<file path="src/rtl/seg7_scan_display_pkg.sv">
// Shared definitions for the multiplexed seven-segment scanner: segment encodings,
// scan states and the slot-counter width helper.
package seg7_scan_display_pkg;

  typedef enum logic [1:0] {
    ST_IDLE = 2'd0,
    ST_GAP  = 2'd1,
    ST_SHOW = 2'd2
  } state_t;

  // seg[6:0] = g..a, active-high
  localparam logic [6:0] HEX_SEG [16] = '{
    7'h3F, 7'h06, 7'h5B, 7'h4F, 7'h66, 7'h6D, 7'h7D, 7'h07,
    7'h7F, 7'h6F, 7'h77, 7'h7C, 7'h39, 7'h5E, 7'h79, 7'h71
  };

  function automatic int cnt_width(input int div);
    return (div > 1) ? $clog2(div) : 1;
  endfunction

endpackage

</file>
<file path="src/rtl/seg7_scan_display_hex_to_seg7.sv">
// Combinational nibble to seven-segment decoder.
module hex_to_seg7
  import seg7_scan_display_pkg::*;
(
  input  logic [3:0] nib,
  output logic [6:0] seg
);

  assign seg = HEX_SEG[nib];

endmodule

</file>
<file path="src/rtl/seg7_scan_display.sv">
// Multiplexed common-anode hex display scanner with per-frame snapshot of value,
// inter-digit blanking gap and optional leading-zero suppression.
//
// state | meaning
// IDLE  | display dark, waiting for enable
// GAP   | all digits off at the start of a slot (anti-ghosting)
// SHOW  | current digit lit with its shadow nibble
module seg7_scan_display
  import seg7_scan_display_pkg::*;
#(
  parameter int WIDTH              = 8,
  parameter int REFRESH_DIV        = 1000,
  parameter int BLANK_GAP          = 2,
  parameter int LEADING_ZERO_BLANK = 0
) (
  input  logic               clk,
  input  logic               reset,
  input  logic [WIDTH-1:0]   value,
  input  logic               enable,
  output logic [6:0]         seg,
  output logic [WIDTH/4-1:0] an,
  output logic               frame_done
);

  localparam int DIGITS = WIDTH / 4;
  localparam int CNT_W  = cnt_width(REFRESH_DIV);
  localparam int DIG_W  = (DIGITS > 1) ? $clog2(DIGITS) : 1;
  localparam logic [CNT_W-1:0] SLOT_LAST = CNT_W'(REFRESH_DIV - 1);
  localparam logic [CNT_W-1:0] GAP_LAST  = (BLANK_GAP > 0) ? CNT_W'(BLANK_GAP - 1) : '0;
  localparam logic [DIG_W-1:0] DIG_LAST  = DIG_W'(DIGITS - 1);
  localparam state_t SLOT_START = (BLANK_GAP > 0) ? ST_GAP : ST_SHOW;

  if (WIDTH % 4 != 0 || WIDTH < 4) begin : g_bad_width
    $fatal(1, "seg7_scan_display: WIDTH must be a multiple of 4 and at least 4");
  end
  if (REFRESH_DIV <= BLANK_GAP || BLANK_GAP < 0) begin : g_bad_timing
    $fatal(1, "seg7_scan_display: need 0 <= BLANK_GAP < REFRESH_DIV");
  end

  state_t             state, nxt_state;
  logic [CNT_W-1:0]   cnt, nxt_cnt;
  logic [DIG_W-1:0]   digit, nxt_digit;
  logic [WIDTH-1:0]   shadow, nxt_shadow;
  logic [3:0]         nib;
  logic               lz_blank, all_zero;
  logic [6:0]         dec, nxt_seg;
  logic [DIGITS-1:0]  nxt_an;
  logic               nxt_fd;

  // Outputs are registered from next-state values so they line up with the state they describe.
  always_ff @(posedge clk or negedge reset) begin
    if (!reset) begin
      state      <= ST_IDLE;
      cnt        <= '0;
      digit      <= '0;
      shadow     <= '0;
      an         <= '1;
      seg        <= '0;
      frame_done <= 1'b0;
    end else begin
      state      <= nxt_state;
      cnt        <= nxt_cnt;
      digit      <= nxt_digit;
      shadow     <= nxt_shadow;
      an         <= nxt_an;
      seg        <= nxt_seg;
      frame_done <= nxt_fd;
    end
  end

  always_comb begin
    nxt_state  = state;
    nxt_cnt    = cnt;
    nxt_digit  = digit;
    nxt_shadow = shadow;
    if (!enable) begin
      nxt_state = ST_IDLE;
      nxt_cnt   = '0;
      nxt_digit = '0;
    end else begin
      case (state)
        ST_IDLE: begin
          nxt_state  = SLOT_START;
          nxt_cnt    = '0;
          nxt_digit  = '0;
          nxt_shadow = value;
        end
        ST_GAP: begin
          nxt_cnt = cnt + CNT_W'(1);
          if (cnt == GAP_LAST) nxt_state = ST_SHOW;
        end
        ST_SHOW: begin
          if (cnt == SLOT_LAST) begin
            nxt_cnt   = '0;
            nxt_state = SLOT_START;
            if (digit == DIG_LAST) begin
              nxt_digit  = '0;
              nxt_shadow = value;
            end else begin
              nxt_digit = digit + DIG_W'(1);
            end
          end else begin
            nxt_cnt = cnt + CNT_W'(1);
          end
        end
        default: begin
          nxt_state = ST_IDLE;
          nxt_cnt   = '0;
          nxt_digit = '0;
        end
      endcase
    end
  end

  // Walk from the top nibble down so all_zero covers nibbles i..DIGITS-1 when digit i is reached.
  always_comb begin
    nib      = '0;
    lz_blank = 1'b0;
    all_zero = 1'b1;
    for (int i = DIGITS - 1; i >= 0; i--) begin
      all_zero = all_zero & (nxt_shadow[4*i +: 4] == 4'h0);
      if (nxt_digit == DIG_W'(i)) begin
        nib      = nxt_shadow[4*i +: 4];
        lz_blank = (LEADING_ZERO_BLANK != 0) && (i > 0) && all_zero;
      end
    end
  end

  hex_to_seg7 u_dec (
    .nib (nib),
    .seg (dec)
  );

  always_comb begin
    nxt_an  = '1;
    nxt_seg = '0;
    nxt_fd  = 1'b0;
    if (nxt_state == ST_SHOW) begin
      nxt_fd = (nxt_digit == DIG_LAST) && (nxt_cnt == SLOT_LAST);
      if (!lz_blank) begin
        nxt_seg = dec;
        for (int i = 0; i < DIGITS; i++) begin
          if (nxt_digit == DIG_W'(i)) nxt_an[i] = 1'b0;
        end
      end
    end
  end

endmodule

</file>
<file path="config.mk">
export PLATFORM = sky130hd
export DESIGN_NAME = seg7_scan_display
export DESIGN_NICKNAME = d
export VERILOG_FILES = /design/src/rtl/seg7_scan_display_pkg.sv /design/src/rtl/seg7_scan_display_hex_to_seg7.sv /design/src/rtl/seg7_scan_display.sv
export SDC_FILE = /design/constraint.sdc
export NUM_CORES = 1
export LEC_CHECK = 0
export ABC_AREA = 1
export CORE_ASPECT_RATIO = 1.1
export CORE_MARGIN = 2
export CORE_UTILIZATION = 56
export DETAILED_ROUTE_END_ITERATION = 6
export PLACE_DENSITY = 0.89
export SYNTH_ARGS = -nofsm -noshare
export SYNTH_HDL_FRONTEND = slang
export SYNTH_HIERARCHICAL = 1
export SYNTH_SLANG_ARGS = --single-unit
</file>
<file path="constraint.sdc">
create_clock -name clk -period 3.2 [get_ports clk]
set_clock_uncertainty 0.2 [all_clocks]
set_input_delay 0.32 -clock clk [delete_from_list [all_inputs] [get_ports clk]]
set_output_delay 0.32 -clock clk [all_outputs]
set_load 0.02 [all_outputs]
</file>
## Yosys cells after proc, flatten, opt, wreduce, memory -nomap -nowiden

Memories as Yosys holds them, arrays and structs flattened.
Index checks and enable logic that the tools add are counted.

| word-level totals | value |
|---|---|
| register bits after elaboration | 31 |
| ROM bits | 112 |
| input port bits | 11 |
| output and inout bits | 10 |
| word-level logic and storage cells | 43 |
| memories | 1 |

| operators by class | value |
|---|---|
| $add $sub $neg | 2 |
| magnitude comparators | 1 |
| eq/ne operators | 6 |
| multiplexer cells | 23 |
| bitwise gates (word level) | 1 |
| reductions and logical operators | 2 |

Memory list:

| name | depth | bits a word | rd ports | clocked after Yosys merged registers in | write ports | RTL line | text |
|---|---|---|---|---|---|---|---|
| (no name shown) | 16 | 7 | 1 | 0 | 0 | seg7_scan_display_hex_to_seg7.sv:9 | `assign seg = HEX_SEG[nib];` |

Operator list:

| operator | count |
|---|---|
| $mux 8 | 3 |
| $mux 7 | 3 |
| $eq 10x10->1 const B | 2 |
| $mux 10 | 2 |
| $pmux 10 s2 | 1 |
| $pmux 8 s2 | 1 |
| $add 10x1->10 const B | 1 |
| $eq 10x1->1 const B | 1 |
| $mux 2 | 4 |
| $mux 1 | 6 |
| $pmux 2 s3 | 1 |
| $ge 5x5->1 const B | 1 |
| $not 4->5 | 1 |
| $eq 2x2->1 const B | 2 |
| $mux 4 | 1 |
| $eq 2x1->1 const B | 1 |
| $logic_not 2->1 | 1 |
| $pmux 1 s2 | 1 |
| $add 1x1->1 const B | 1 |
| $logic_and 1x1->1 | 1 |

## Longest topological paths before layout

Gate-level depths: netlist of run 1.

| depth | value |
|---|---|
| depth after elaboration | 11 |
| depth in mapped cells | 20 |
| depth with buffers taken out | 20 |

## By module

Netlist of run 1, hierarchy kept.

Modules (own cells, without submodules):

| module | instances | cells an instance | area an instance (um^2) | sequential area each (um^2) |
|---|---|---|---|---|
| seg7_scan_display | 1 | 269 | 1929.4 | 778.2 |
| hex_to_seg7 | 1 | 52 | 270.3 | 0.0 |

## Least setup slack after synthesis of run 1

No wires, ideal clock.

| timing path | value |
|---|---|
| path kind | register to register |
| start point | register cnt[0] |
| end point | register seg[3] |
| setup time | 0.117 ns |
| arrival time | 2.271 ns |
| data required time | 2.883 ns |
| path slack | 0.612 ns |
| stages on the path, launching flop included | 20 |
| buffers on the path | 0 |
| clock period less this slack | 2.588 ns |
| cells stage by stage | dfrtp_1 ha_1 nand2_2 nor2_4 nand2_4 nand2_2 nand2_4 nor2_4 nor2_8 inv_4 nand2_1 nand2_1 inv_1 ha_1 nand2_1 o21ai_0 nand2_1 nand2_1 inv_1 nor2_1 |

| between the ends | value |
|---|---|
| longest elaborated chain between the ends | 10 |
| elaborated cells on any way between the ends | 19 |
| classes of those cells | eq/ne: 3; mux: 14; bitwise: 1; memory: 1 |

Ends and longest elaborated chain:

| what | RTL line | text |
|---|---|---|
| start: declaration | seg7_scan_display.sv:41 | `logic [CNT_W-1:0] cnt, nxt_cnt;` |
| start signal: assignment | seg7_scan_display.sv:62 | `cnt <= nxt_cnt;` |
| $eq 10x10->1 | seg7_scan_display.sv:93 | `if (cnt == SLOT_LAST) begin` |
| $mux 1 | seg7_scan_display.sv:93 |  |
| $pmux 1 s2 | seg7_scan_display.sv:81 | `case (state)` |
| $mux 1 | seg7_scan_display.sv:76 | `if (!enable) begin` |
| named net nxt_digit | seg7_scan_display.sv:42 | `logic [DIG_W-1:0] digit, nxt_digit;` |
| $mux 4 | seg7_scan_display.sv:122 | `if (nxt_digit == DIG_W'(i)) begin` |
| named net nib[0] | seg7_scan_display.sv:44 | `logic [3:0] nib;` |
| $not 4->5 (implied by the code) | seg7_scan_display_hex_to_seg7.sv:9 |  |
| $mem_v2 16x7 | - |  |
| $mux 7 (implied by the code) (2 in a row) | seg7_scan_display_hex_to_seg7.sv:9 |  |
| named net dec[3] | seg7_scan_display.sv:46 | `logic [6:0] dec, nxt_seg;` |
| $mux 7 | seg7_scan_display.sv:138 | `if (nxt_state == ST_SHOW) begin` |
| named net nxt_seg[3] | seg7_scan_display.sv:46 |  |
| end signal: assignment | seg7_scan_display.sv:66 | `seg <= nxt_seg;` |
| end: declaration | seg7_scan_display.sv:20 | `output logic [6:0] seg,` |

The timed path passes the listed nets, and every way through them passes these cells. The select of a mux whose other input is x is not followed.

## Worst setup path in the final report of run 1

| timing path | value |
|---|---|
| start point | register cnt[0] |
| end point | register seg[3] |

| between the ends | value |
|---|---|
| longest elaborated chain between the ends | 10 |
| elaborated cells on any way between the ends | 19 |
| classes of those cells | eq/ne: 3; mux: 14; bitwise: 1; memory: 1 |

Ends and longest elaborated chain:

| what | RTL line | text |
|---|---|---|
| $eq 10x10->1 | seg7_scan_display.sv:93 |  |
| $mux 8 | seg7_scan_display.sv:93 |  |
| $pmux 8 s2 | seg7_scan_display.sv:81 |  |
| $mux 8 | seg7_scan_display.sv:76 |  |
| named net nxt_shadow[4] | seg7_scan_display.sv:43 | `logic [WIDTH-1:0] shadow, nxt_shadow;` |
| $mux 4 | seg7_scan_display.sv:122 |  |
| named net nib[0] | seg7_scan_display.sv:44 |  |
| $not 4->5 (implied by the code) | seg7_scan_display_hex_to_seg7.sv:9 |  |
| $mem_v2 16x7 | - |  |
| $mux 7 (implied by the code) (2 in a row) | seg7_scan_display_hex_to_seg7.sv:9 |  |
| named net dec[3] | seg7_scan_display.sv:46 |  |
| $mux 7 | seg7_scan_display.sv:138 |  |
| named net nxt_seg[3] | seg7_scan_display.sv:46 |  |

The timed path passes the listed nets, and every way through them passes these cells. The select of a mux whose other input is x is not followed.

==> results of run 1 <==
-- area by class of cell --
class / count / area, um2 / share of cell area [%]
Inverter: 59 / 224.0 / 8.813
Timing Repair Buffer: 22 / 215.2 / 8.469
Sequential cell: 31 / 778.2 / 30.63
Clock inverter: 1 / 7.507 / 0.2954
Multi-Input combinational cell: 224 / 1157 / 45.54
Tap cell: 50 / 62.56 / 2.462
Clock buffer: 7 / 96.34 / 3.791
-- cells in the mapped netlist (all sizes together) --
| cell | n |
|---|---|
| nand4 | 10 |
| inv | 59 |
| clkbuf | 2 |
| xor2 | 1 |
| dfrtp | 29 |
| ha | 13 |
| and2 | 1 |
| dfstp | 2 |
| nand2 | 124 |
| nand3b | 3 |
| o21ai | 4 |
| nor3 | 3 |
| nor2 | 36 |
| nand3 | 27 |
| buf | 5 |
| a21oi | 2 |
-- state kept, by name (all words and copies together), names as in the netlist --
name        flops
an              2
cnt            10
digit           1
frame_done      1
seg             7
shadow          8
state           2
-- worst reg2reg max path: stages, from the launching register on --
cell     delay [ns]
dfrtp_1        0.47
ha_1           0.26
nand2_2        0.12
nor2_4         0.25
nand3_2        0.19
nand2_1        0.11
nand3_1        0.06
nand2_1        0.07
nand2_1        0.05
nand2_1        0.09
nand2_1        0.06
nand2_1        0.13
inv_1          0.12
ha_1           0.30
nand2_1        0.07
o21ai_0        0.08
nand2_1        0.07
nand2_1        0.05
inv_1          0.04
nor2_1         0.03
-- routing by layer --
metal  up-vias  global-route usage [%]
met1       926                   28.54
met5         -                       0
met4         0                   8.454
met3         8                   2.435
li1       1011                       -
met2        44                   42.22
-- power by group --
part / total [W] / switching (W) / internal (W)
registers: 0.000419 / 0.0000102 / 0.000409
logic: 0.000196 / 0.000126 / 0.0000694
clock network: 0.000348 / 0.000152 / 0.000196
total: 0.000962 / 0.000289 / 0.000674
-- worst paths after layout --
path | from | end | cells after the start
worst max-delay path | cnt[0] | seg[3] | 19
worst min-delay path | reset | shadow[7] | 2
worst max register to register | cnt[0] | seg[3] | 19
worst min register to register | shadow[3] | shadow[3] | 2
max in group asynchronous | reset | an[1] | 2
min in group clk | shadow[3] | shadow[3] | 2
-- through the flow --
step                hold slack (ns)  setup slack [ns]  cells  utilization (%)  area [um2]
CTS                          0.2509            0.2826    394            68.45        2541
global placement             0.2835            0.4007    386            65.66        2437
floorplan                   -0.1756            0.6124    321                -        2200
detailed placement           0.2968            0.3044    386            65.66        2437
finish                       0.2296            0.2592    394            68.45        2541
global route                 0.2698          0.002220    394            68.45        2541
-- cells by family (layout without fill, tap and decap cells) --
| kind of cell | after synthesis | in the layout | synth area share, % |
|---|---|---|---|
| xor+xnor | 1 | 1 | 0.3983 |
| buf+inv | 66 | 89 | 12.00 |
| fa+ha+maj | 13 | 13 | 7.395 |
| simple gates | 204 | 204 | 43.29 |
| flops | 31 | 31 | 35.38 |
| compound gates | 6 | 6 | 1.536 |
==> results.md, run 1 <==
- Pin count of the biggest net entering global routing: 32
- Drt total wl: 4.859 mm
- Static leakage: 1.417 nW
- Cell Chain, Critical Path: ha_1 -> nand2_2 -> nor2_4 -> nand3_2 -> nand2_1 -> nand3_1 -> nand2_1 -> nand2_1 -> nand2_1 -> nand2_1 -> nand2_1 -> inv_1 -> ha_1 -> nand2_1 -> o21ai_0 -> nand2_1 -> nand2_1 -> inv_1 -> nor2_1
- Worst path required time: 3.17 ns
- Vias per cell: 5.048
- Starting density of the core: 59.25%
- Synth top area share: 32.99%
- Per-cell routed wire length: 12.33 um
- 1st-iter DRT viols: 148
- Worst-path clk slew: 0.07 ns
- Worst path slowest cell: dfrtp_1
- Port bufs: 20
- Final min period: 2.941 ns
- Overflow after GRT: 0
- DRT met1 WL: 2.088 mm
- WL met2: 2.565 mm
- Cell family contributing the most delay on the critical path: simple AND/OR/NAND/NOR gates
- Top Layer Used: met4
- Syn Nets: 345
- Nets@finish: 367
- Tightest Pin Transition: 0.4065 ns
- Post-Synthesis Cell Area: 0.002200 mm2
- Share of cells above drive strength 1: 9.593%
- Sink Count: 31
- N_diodes: 0
- Final Max Tran Viols: 0
- Most common cell after layout, fill and taps aside: nand2_1
- Post-CTS Resized: 0
- CP peak stage delay: 0.47 ns
- Synth warn: 6
- # fillers: 294
- Area contributors post-synth: dfrtp_1 33%, nand2_1 20%, inv_1 9.4%, ha_1 7.4%, nand3_1 5.7%
- Max clock buf depth: 2
- RSZ-0062 raised after global routing: no
- Routed wl met3: 133 um
- First-pass GRT wire length: 8.369 mm
- DIE WIDTH: 63.76 um
- Vias in the first global route: 1852
- H-tree levels: 2
- Overall Power: 0.0009623 W
- DRT Pass-1 Iters: 4
- Synthesized instance count: 321
- Setup_tns: 0 ns
- Mapped Avg Cell Area: 6.852 um2
- Drt drc: 0
- Row count: 23
- Die Span Y: 69.73 um
- Postcts setup bufs: 0
- Final antenna-violating net count: 0
- CP Capture Type: register
- Max cap viols: 0
- Final period utilization: 91.90%
- Reg2Reg Setup Slack: 0.26 ns
- Most frequent cells in the layout: 116 x nand2_1, 55 x inv_1, 30 x nor2_1, 29 x dfrtp_1, 25 x nand3_1
- CTS buffer count: 5
- Final Hold Viols: 0
- Peak VDD IR: 0.2865 mV
- CTS Root Cell: clkbuf_8
- Final setup vio count: 0
- Total track usage: 23.42%
- CTS tree: done
- Slew margin rel.: 72.90%
- Status: finished clean
- Buf+Inv Stages, Crit Path: 2
- Power density over cell area: 378.7 mW/mm2
- Critical path data arrival time: 2.91 ns
- Most common cell on crit path: nand2_1
- Worst Hold Class: in -> async
- Sequential-to-total area share from yosys stat: 35.38%
- Die ar.: 0.004446 mm2
- Latest clock arrival within the worst-skew pair: 0.28 ns
- Vias: 1989
- CTS Hold Buffers Added: 0
- Initial antenna violation count: 0
- Synth cell types: 28
- Fmax: 0.3400 GHz
- Cell taking the most area after synthesis: dfrtp_1
- Area Overhead vs Synth: 15.53%
- DP HPWL: 3.663 mm
- Worst Setup Start Kind: register
- Yosys reg bits: 31
- Boundary Pins: 21
- Critical path type: reg -> reg
- GPL Wtd Cong: 0.9087
- Max FO, Critical Path: 9
- Core ar.: 0.003712 mm2
Power figures use the tool's default switching activity.
==> run 2, diff against run 1 <==
--- a/config.mk
+++ b/config.mk
@@ -11,6 +11,7 @@
 export CORE_UTILIZATION = 56
 export DETAILED_ROUTE_END_ITERATION = 6
 export PLACE_DENSITY = 0.89
+export SETUP_SLACK_MARGIN = 0.2
 export SYNTH_ARGS = -nofsm -noshare
 export SYNTH_HDL_FRONTEND = slang
 export SYNTH_HIERARCHICAL = 1
==> run 2 against run 1 <==
  * Via count is 1.8% higher
  * Total power grew 0.22%
  * Non-clock buffer count is 7 higher
  * Core utilization grew 1.8 points
  * Worst setup slack improved by 0.15 ns
  * Global-route usage did not move
  * Combinational power barely moved
  * Highest routed layer unchanged
==> results.md, run 2 (synthesis gave the netlist of run 1 again) <==
- Status: finished clean
- CTS tree: done
- First-pass GRT wire length: 8.369 mm (unchanged)
- Port bufs: 20 (unchanged)
- # fillers: 288 (-2.0%)
- Critical path type: reg -> reg
- Share of cells above drive strength 1: 12.82% (+3.2 points)
- Latest clock arrival within the worst-skew pair: 0.28 ns (about the same)
- Reg2Reg Launch Point: cnt[1]
- Worst Setup Start Kind: register
- Fmax: 0.3585 GHz (+5.4%)
- Vias per cell: 5.047 (about the same)
- Static leakage: 1.447 nW (+2.1%)
- DIE WIDTH: 63.76 um (unchanged)
- Worst path slowest cell: dfrtp_1
- Peak VDD IR: 0.2840 mV (-0.87%)
- Critical path data arrival time: 2.76 ns (-0.15 ns)
- Worst r2r dst: seg[3]
- Core ar.: 0.003712 mm2 (unchanged)
- Initial antenna violation count: 0 (unchanged)
- Max cap viols: 0 (unchanged)
- Hold WS: 0.2308 ns (+0.001217 ns)
- Final antenna-violating net count: 0 (unchanged)
- Nets@finish: 374 (+1.9%)
- Most frequent cells in the layout: 116 x nand2_1, 53 x inv_1, 30 x nor2_1, 28 x dfrtp_1, 25 x nand3_1
- Reg2Reg Setup Slack: 0.41 ns (+0.15 ns)
- Drt drc: 0 (unchanged)
- Fin area: 0.002608 mm2 (+2.6%)
- H-tree levels: 2 (unchanged)
- Final Hold Viols: 0 (unchanged)
- 1st-iter DRT viols: 181 (+22%)
- Boundary Pins: 21 (unchanged)
- CP peak stage delay: 0.41 ns (-0.06 ns)
- Sink Count: 31 (unchanged)
- Row count: 23 (unchanged)
- Per-cell routed wire length: 12.32 um (-0.11%)
- Most common cell after layout, fill and taps aside: nand2_1
- Worst path required time: 3.17 ns (about the same)
- Vias in the first global route: 1852 (unchanged)
- Power density over cell area: 369.9 mW/mm2 (-2.3%)
- CTS Root Cell: clkbuf_8
- Pin count of the biggest net entering global routing: 32 (unchanged)
- Vias: 2024 (+1.8%)
- Setup_tns: 0 ns (unchanged)
- Final setup vio count: 0 (unchanged)
- CTS buffer count: 5 (unchanged)
- Final min period: 2.789 ns (-0.1516 ns)
- Regs by FF count: cnt: 10 flops, shadow: 8 flops, seg: 7 flops
- Max FFs per register: 10 (unchanged)
- R2R depth: 18 (-1)
- Final Util: 70.24% (+1.8 points)
- Total track usage: 23.42% (unchanged)
- Most common cell on crit path: nand2_1
- DRT Pass-1 Iters: 4 (unchanged)
- Worst-path clk slew: 0.07 ns (about the same)
- Area Overhead vs Synth: 18.54%
- Drt total wl: 4.940 mm (+1.7%)
- Starting density of the core: 59.25% (unchanged)
- RSZ-0062 raised after global routing: no
- Die Span Y: 69.73 um (unchanged)
- Final Max Tran Viols: 0 (unchanged)
- Final period utilization: 87.16% (-4.7 points)
- Max FO, Critical Path: 7 (-2)
- Tightest Pin Transition: 0.3919 ns (-0.01462 ns)
- Cell Chain, Critical Path: ha_2 -> nand2_2 -> nor2_4 -> nand2_4 -> o21ai_2 -> nand2_2 -> nor2_8 -> inv_4 -> nand2_1 -> nand2_1 -> inv_2 -> ha_1 -> nand2_1 -> o21ai_0 -> nand2_1 -> nand2_1 -> inv_1 -> nor2_1
- DP HPWL: 3.663 mm (unchanged)
- Largest reg by FF count: cnt
- Die ar.: 0.004446 mm2 (unchanged)
- Slew margin rel.: 73.88% (+0.97 points)
- Placed instance area: 0.002437 mm2 (unchanged)
- Worst Hold Class: in -> async
- CP Capture Type: register
- Overflow after GRT: 0 (unchanged)
- Max clock buf depth: 2 (unchanged)
- N_diodes: 0 (unchanged)
- GPL Wtd Cong: 0.9087 (unchanged)
==> run 2: changes by cell type in the layout (fill, tap and decap cells not counted), sizes merged <==
cell	delta
buf	+7
==> run 2: per-layer routing <==
layer	share of wire, %	wire length (um)	global-route usage (%)	up-vias
met5	0	0	0	-
met4	1.5	72	8.454	0
met3	3.4	167	2.435	8
met2	53	2620	42.22	57
met1	42	2080	28.54	938
li1	-	-	-	1021
==> run 2: how the worst max path moves through the flow <==
stage,startpoint,endpoint,slack [ns],depth (start not counted)
after floorplan,cnt[0],seg[3],0.61,19
final,cnt[1],seg[3],0.41,18
after detailed placement,cnt[0],seg[3],0.30,19
after global placement,cnt[0],seg[3],0.40,19
after CTS,cnt[0],seg[3],0.28,19
after global routing,cnt[1],seg[0],0.21,17
==> run 2: stage by stage <==
stage | setup slack, ns | power [W] | cells
after floorplan | 0.6124 | 0.0005652 | 321
after global placement | 0.4007 | 0.0006135 | 386
after detailed placement | 0.3044 | 0.0006185 | 386
after CTS | 0.2826 | 0.0009657 | 394
after global routing | 0.2105 | 0.001017 | 401
final | 0.4109 | 0.0009644 | 401
==> run 2: worst max-delay path: cells and delay by family (launching register included) <==
family / cells / cell delay [ns]
buffers and inverters: 3 / 0.22
AND/OR/NAND/NOR: 11 / 1.14
adder cells (fa/ha/maj): 2 / 0.45
AO/OA/AOI/OAI: 2 / 0.22
flip-flops: 1 / 0.41
==> run 2: cell type report <==
| class | count | area [um2] | share of cell area (%) |
|---|---|---|---|
| Tap cell | 50 | 62.56 | 2.399 |
| Sequential cell | 31 | 779.5 | 29.89 |
| Clock buffer | 7 | 96.34 | 3.695 |
| Clock inverter | 1 | 7.507 | 0.2879 |
| Inverter | 59 | 224.0 | 8.589 |
| Timing Repair Buffer | 29 | 267.8 | 10.27 |
| Multi-Input combinational cell | 224 | 1170 | 44.87 |
==> run 2: repair_timing <==
| item | CTS | global route |
|---|---|---|
| hold endpoints to repair | 0 | 0 |
| hold buffers | 0 | 0 |
| gates resized for setup | 0 | 6 |
| setup endpoints to repair | 0 | 7 |
| buffers inserted | 0 | 7 |
==> run 2: power breakdown <==
part	switching [W]	internal [W]
Clock	0.000152	0.000196
Sequential	0.00000983	0.000409
Combinational	0.000127	0.0000708
==> run 3, diff against run 2 <==
--- a/config.mk
+++ b/config.mk
@@ -8,9 +8,9 @@
 export ABC_AREA = 1
 export CORE_ASPECT_RATIO = 1.1
 export CORE_MARGIN = 2
-export CORE_UTILIZATION = 56
+export CORE_UTILIZATION = 55
 export DETAILED_ROUTE_END_ITERATION = 6
-export PLACE_DENSITY = 0.89
+export PLACE_DENSITY = 0.78
 export SETUP_SLACK_MARGIN = 0.2
 export SYNTH_ARGS = -nofsm -noshare
 export SYNTH_HDL_FRONTEND = slang
==> run 3 against run 2 <==
  * Combinational power about the same
  * Flip-flop and latch count unchanged
  * Sequential share of layout area decreased by 0.13 points
  * Maximum frequency increased by 0.48%
  * Core utilization decreased by 3.2 points
  * Global-route usage increased by 0.89 points
  * First-iteration DRC count decreased by 24%
  * Final cell count unchanged
  * Largest power group unchanged
==> results.md, run 3 (synthesis gave the netlist of run 1 again) <==
- Status: finished clean
- Drt drc: 0 (unchanged)
- Port bufs: 20 (unchanged)
- Final antenna-violating net count: 0 (unchanged)
- Drt total wl: 4.780 mm (-3.2%)
- Final Hold Viols: 0 (unchanged)
- Starting density of the core: 56.35% (-2.9 points)
- Worst Setup Start Kind: register
- Overflow after GRT: 0 (unchanged)
- Vias per cell: 4.998 (-0.99%)
- First-pass GRT wire length: 8.487 mm (+1.4%)
- Slew margin rel.: 73.34% (-0.53 points)
- Largest reg by FF count: cnt
- Die Span Y: 70.33 um (+0.85%)
- Final Util: 67.08% (-3.2 points)
- Hold WS: 0.2173 ns (-0.01343 ns)
- Tightest Pin Transition: 0.3998 ns (+0.007970 ns)
- Max FFs per register: 10 (unchanged)
- N_diodes: 0 (unchanged)
- Max clock buf depth: 2 (unchanged)
- Routed wl met3: 201 um (+20%)
- Area Overhead vs Synth: 19.06%
- Final worst slack: 0.4241 ns (+0.01327 ns)
- DRT met1 WL: 2.059 mm (-1.0%)
- Critical path type: reg -> reg
- Reg2Reg Setup Slack: 0.42 ns (about the same)
- Die ar.: 0.004522 mm2 (+1.7%)
- Final Non-Filler Cells: 401 (unchanged)
- Fmax: 0.3602 GHz (+0.48%)
- Nets@finish: 372 (-0.53%)
- Pin count of the biggest net entering global routing: 32 (unchanged)
- Peak VDD IR: 0.2610 mV (-8.1%)
- Placed cells: 390 (+1.0%)
- Worst r2r dst: seg[3]
- RSZ-0062 raised after global routing: no
- Vias in the first global route: 1917 (+3.5%)
- CTS Hold Buffers Added: 0 (unchanged)
- WL met2: 2.379 mm (-9.2%)
- Boundary Pins: 21 (unchanged)
- Final Max Tran Viols: 0 (unchanged)
- Core ar.: 0.003904 mm2 (+5.2%)
- Max FO, Critical Path: 7 (unchanged)
- CTS tree: done
- Static leakage: 1.449 nW (+0.11%)
- Setup_tns: 0 ns (unchanged)
- Crit path from: cnt[1]
- DP HPWL: 3.466 mm (-5.4%)
- R2R depth: 19 (+1)
- Max cap viols: 0 (unchanged)
- CP Capture Type: register
- Worst-path clk slew: 0.07 ns (about the same)
- Final setup vio count: 0 (unchanged)
- Initial antenna violation count: 0 (unchanged)
- Reg2Reg Launch Point: cnt[1]
- Top Layer Used: met4
- Regs by FF count: cnt: 10 flops, shadow: 8 flops, seg: 7 flops
- H-tree levels: 2 (unchanged)
- Sink Count: 31 (unchanged)
- Final min period: 2.776 ns (-0.01327 ns)
- Crit path capture: seg[3]
- 1st-iter DRT viols: 138 (-24%)
- DIE WIDTH: 64.30 um (+0.85%)
- Per-cell routed wire length: 11.92 um (-3.2%)
- Vias: 2004 (-0.99%)
- Most common cell after layout, fill and taps aside: nand2_1
- Worst path required time: 3.18 ns (about the same)
- Share of cells above drive strength 1: 12.03% (-0.79 points)
- Power density over cell area: 391.4 mW/mm2 (+5.8%)
- Critical path data arrival time: 2.76 ns (about the same)
- Worst Hold Class: in -> async
- CTS buffer count: 5 (unchanged)
- Final period utilization: 86.75% (-0.41 points)
- Total track usage: 24.30% (+0.89 points)
- Most frequent cells in the layout: 115 x nand2_1, 54 x inv_1, 30 x nor2_1, 28 x dfrtp_1, 25 x nand3_1
- # fillers: 347 (+20%)
- CTS Root Cell: clkbuf_8
- DRT Pass-1 Iters: 4 (unchanged)
- Latest clock arrival within the worst-skew pair: 0.29 ns (about the same)
- Row count: 24 (+4.3%)
- GPL Wtd Cong: 0.8873 (-2.4%)
- Post-place setup slack: 0.3092 ns (+0.004753 ns)
## run 3: layout make-up
cell class                      instances  area (um2)  area share, %
Sequential cell                        31       779.5          29.77
Inverter                               59       224.0          8.552
Clock buffer                            6       82.58          3.153
Clock inverter                          2       35.03          1.338
Timing Repair Buffer                   27       252.7          9.651
Tap cell                               52       65.06          2.484
Multi-Input combinational cell        224        1180          45.05
## run 3: power breakdown
part	total [W]	internal (W)	switching, W
sequential	0.000419	0.000409	0.00000990
clock	0.000408	0.000252	0.000156
combinational	0.000199	0.0000720	0.000127
## run 3: worst min path at each step
stage                      endpoint  slack, ns  cells past startpoint
after global placement    shadow[1]       0.29                      2
after global routing      shadow[6]       0.27                      2
after floorplan              cnt[0]      -0.18                      0
final                     shadow[1]       0.22                      2
after CTS                    seg[2]       0.23                      2
after detailed placement  shadow[5]       0.29                      2
## run 3: routing by layer
layer  global-route usage [%]  up-vias
met5                        0        -
met4                    11.11        0
met3                    6.280       16
met2                    40.63       51
met1                    29.12      915
li1                         -     1022
## run 3: timing repair
action                                  CTS  global route
setup buffers                             0             3
endpoints found under the setup margin    0             7
gates resized for setup                   0             6
endpoints found under the hold margin     0             0
## run 3: worst max-delay path, cell delays in order (launching register included)
cell and delay (ns):
dfrtp_1 0.44, ha_4 0.18, nand2_2 0.09, nor2_4 0.26, nand2_4 0.10, nand2_2 0.09, nand2_4 0.08, nor2_4 0.14
nor2_8 0.08, inv_4 0.08, nand2_1 0.05, nand2_1 0.16, inv_2 0.08, ha_1 0.28, nand2_1 0.08, o21ai_0 0.09
nand2_1 0.07, nand2_1 0.05, inv_1 0.05, nor2_1 0.04
## run 3: metrics by stage
| stage | cell area, um2 | power, W |
|---|---|---|
| 2_1_floorplan | 2200 | 0.0005652 |
| 3_3_place_gp | 2455 | 0.0006182 |
| 3_5_place_dp | 2455 | 0.0006200 |
| 4_1_cts | 2572 | 0.001023 |
| 5_1_grt | 2619 | 0.001086 |
| 6_report | 2619 | 0.001025 |
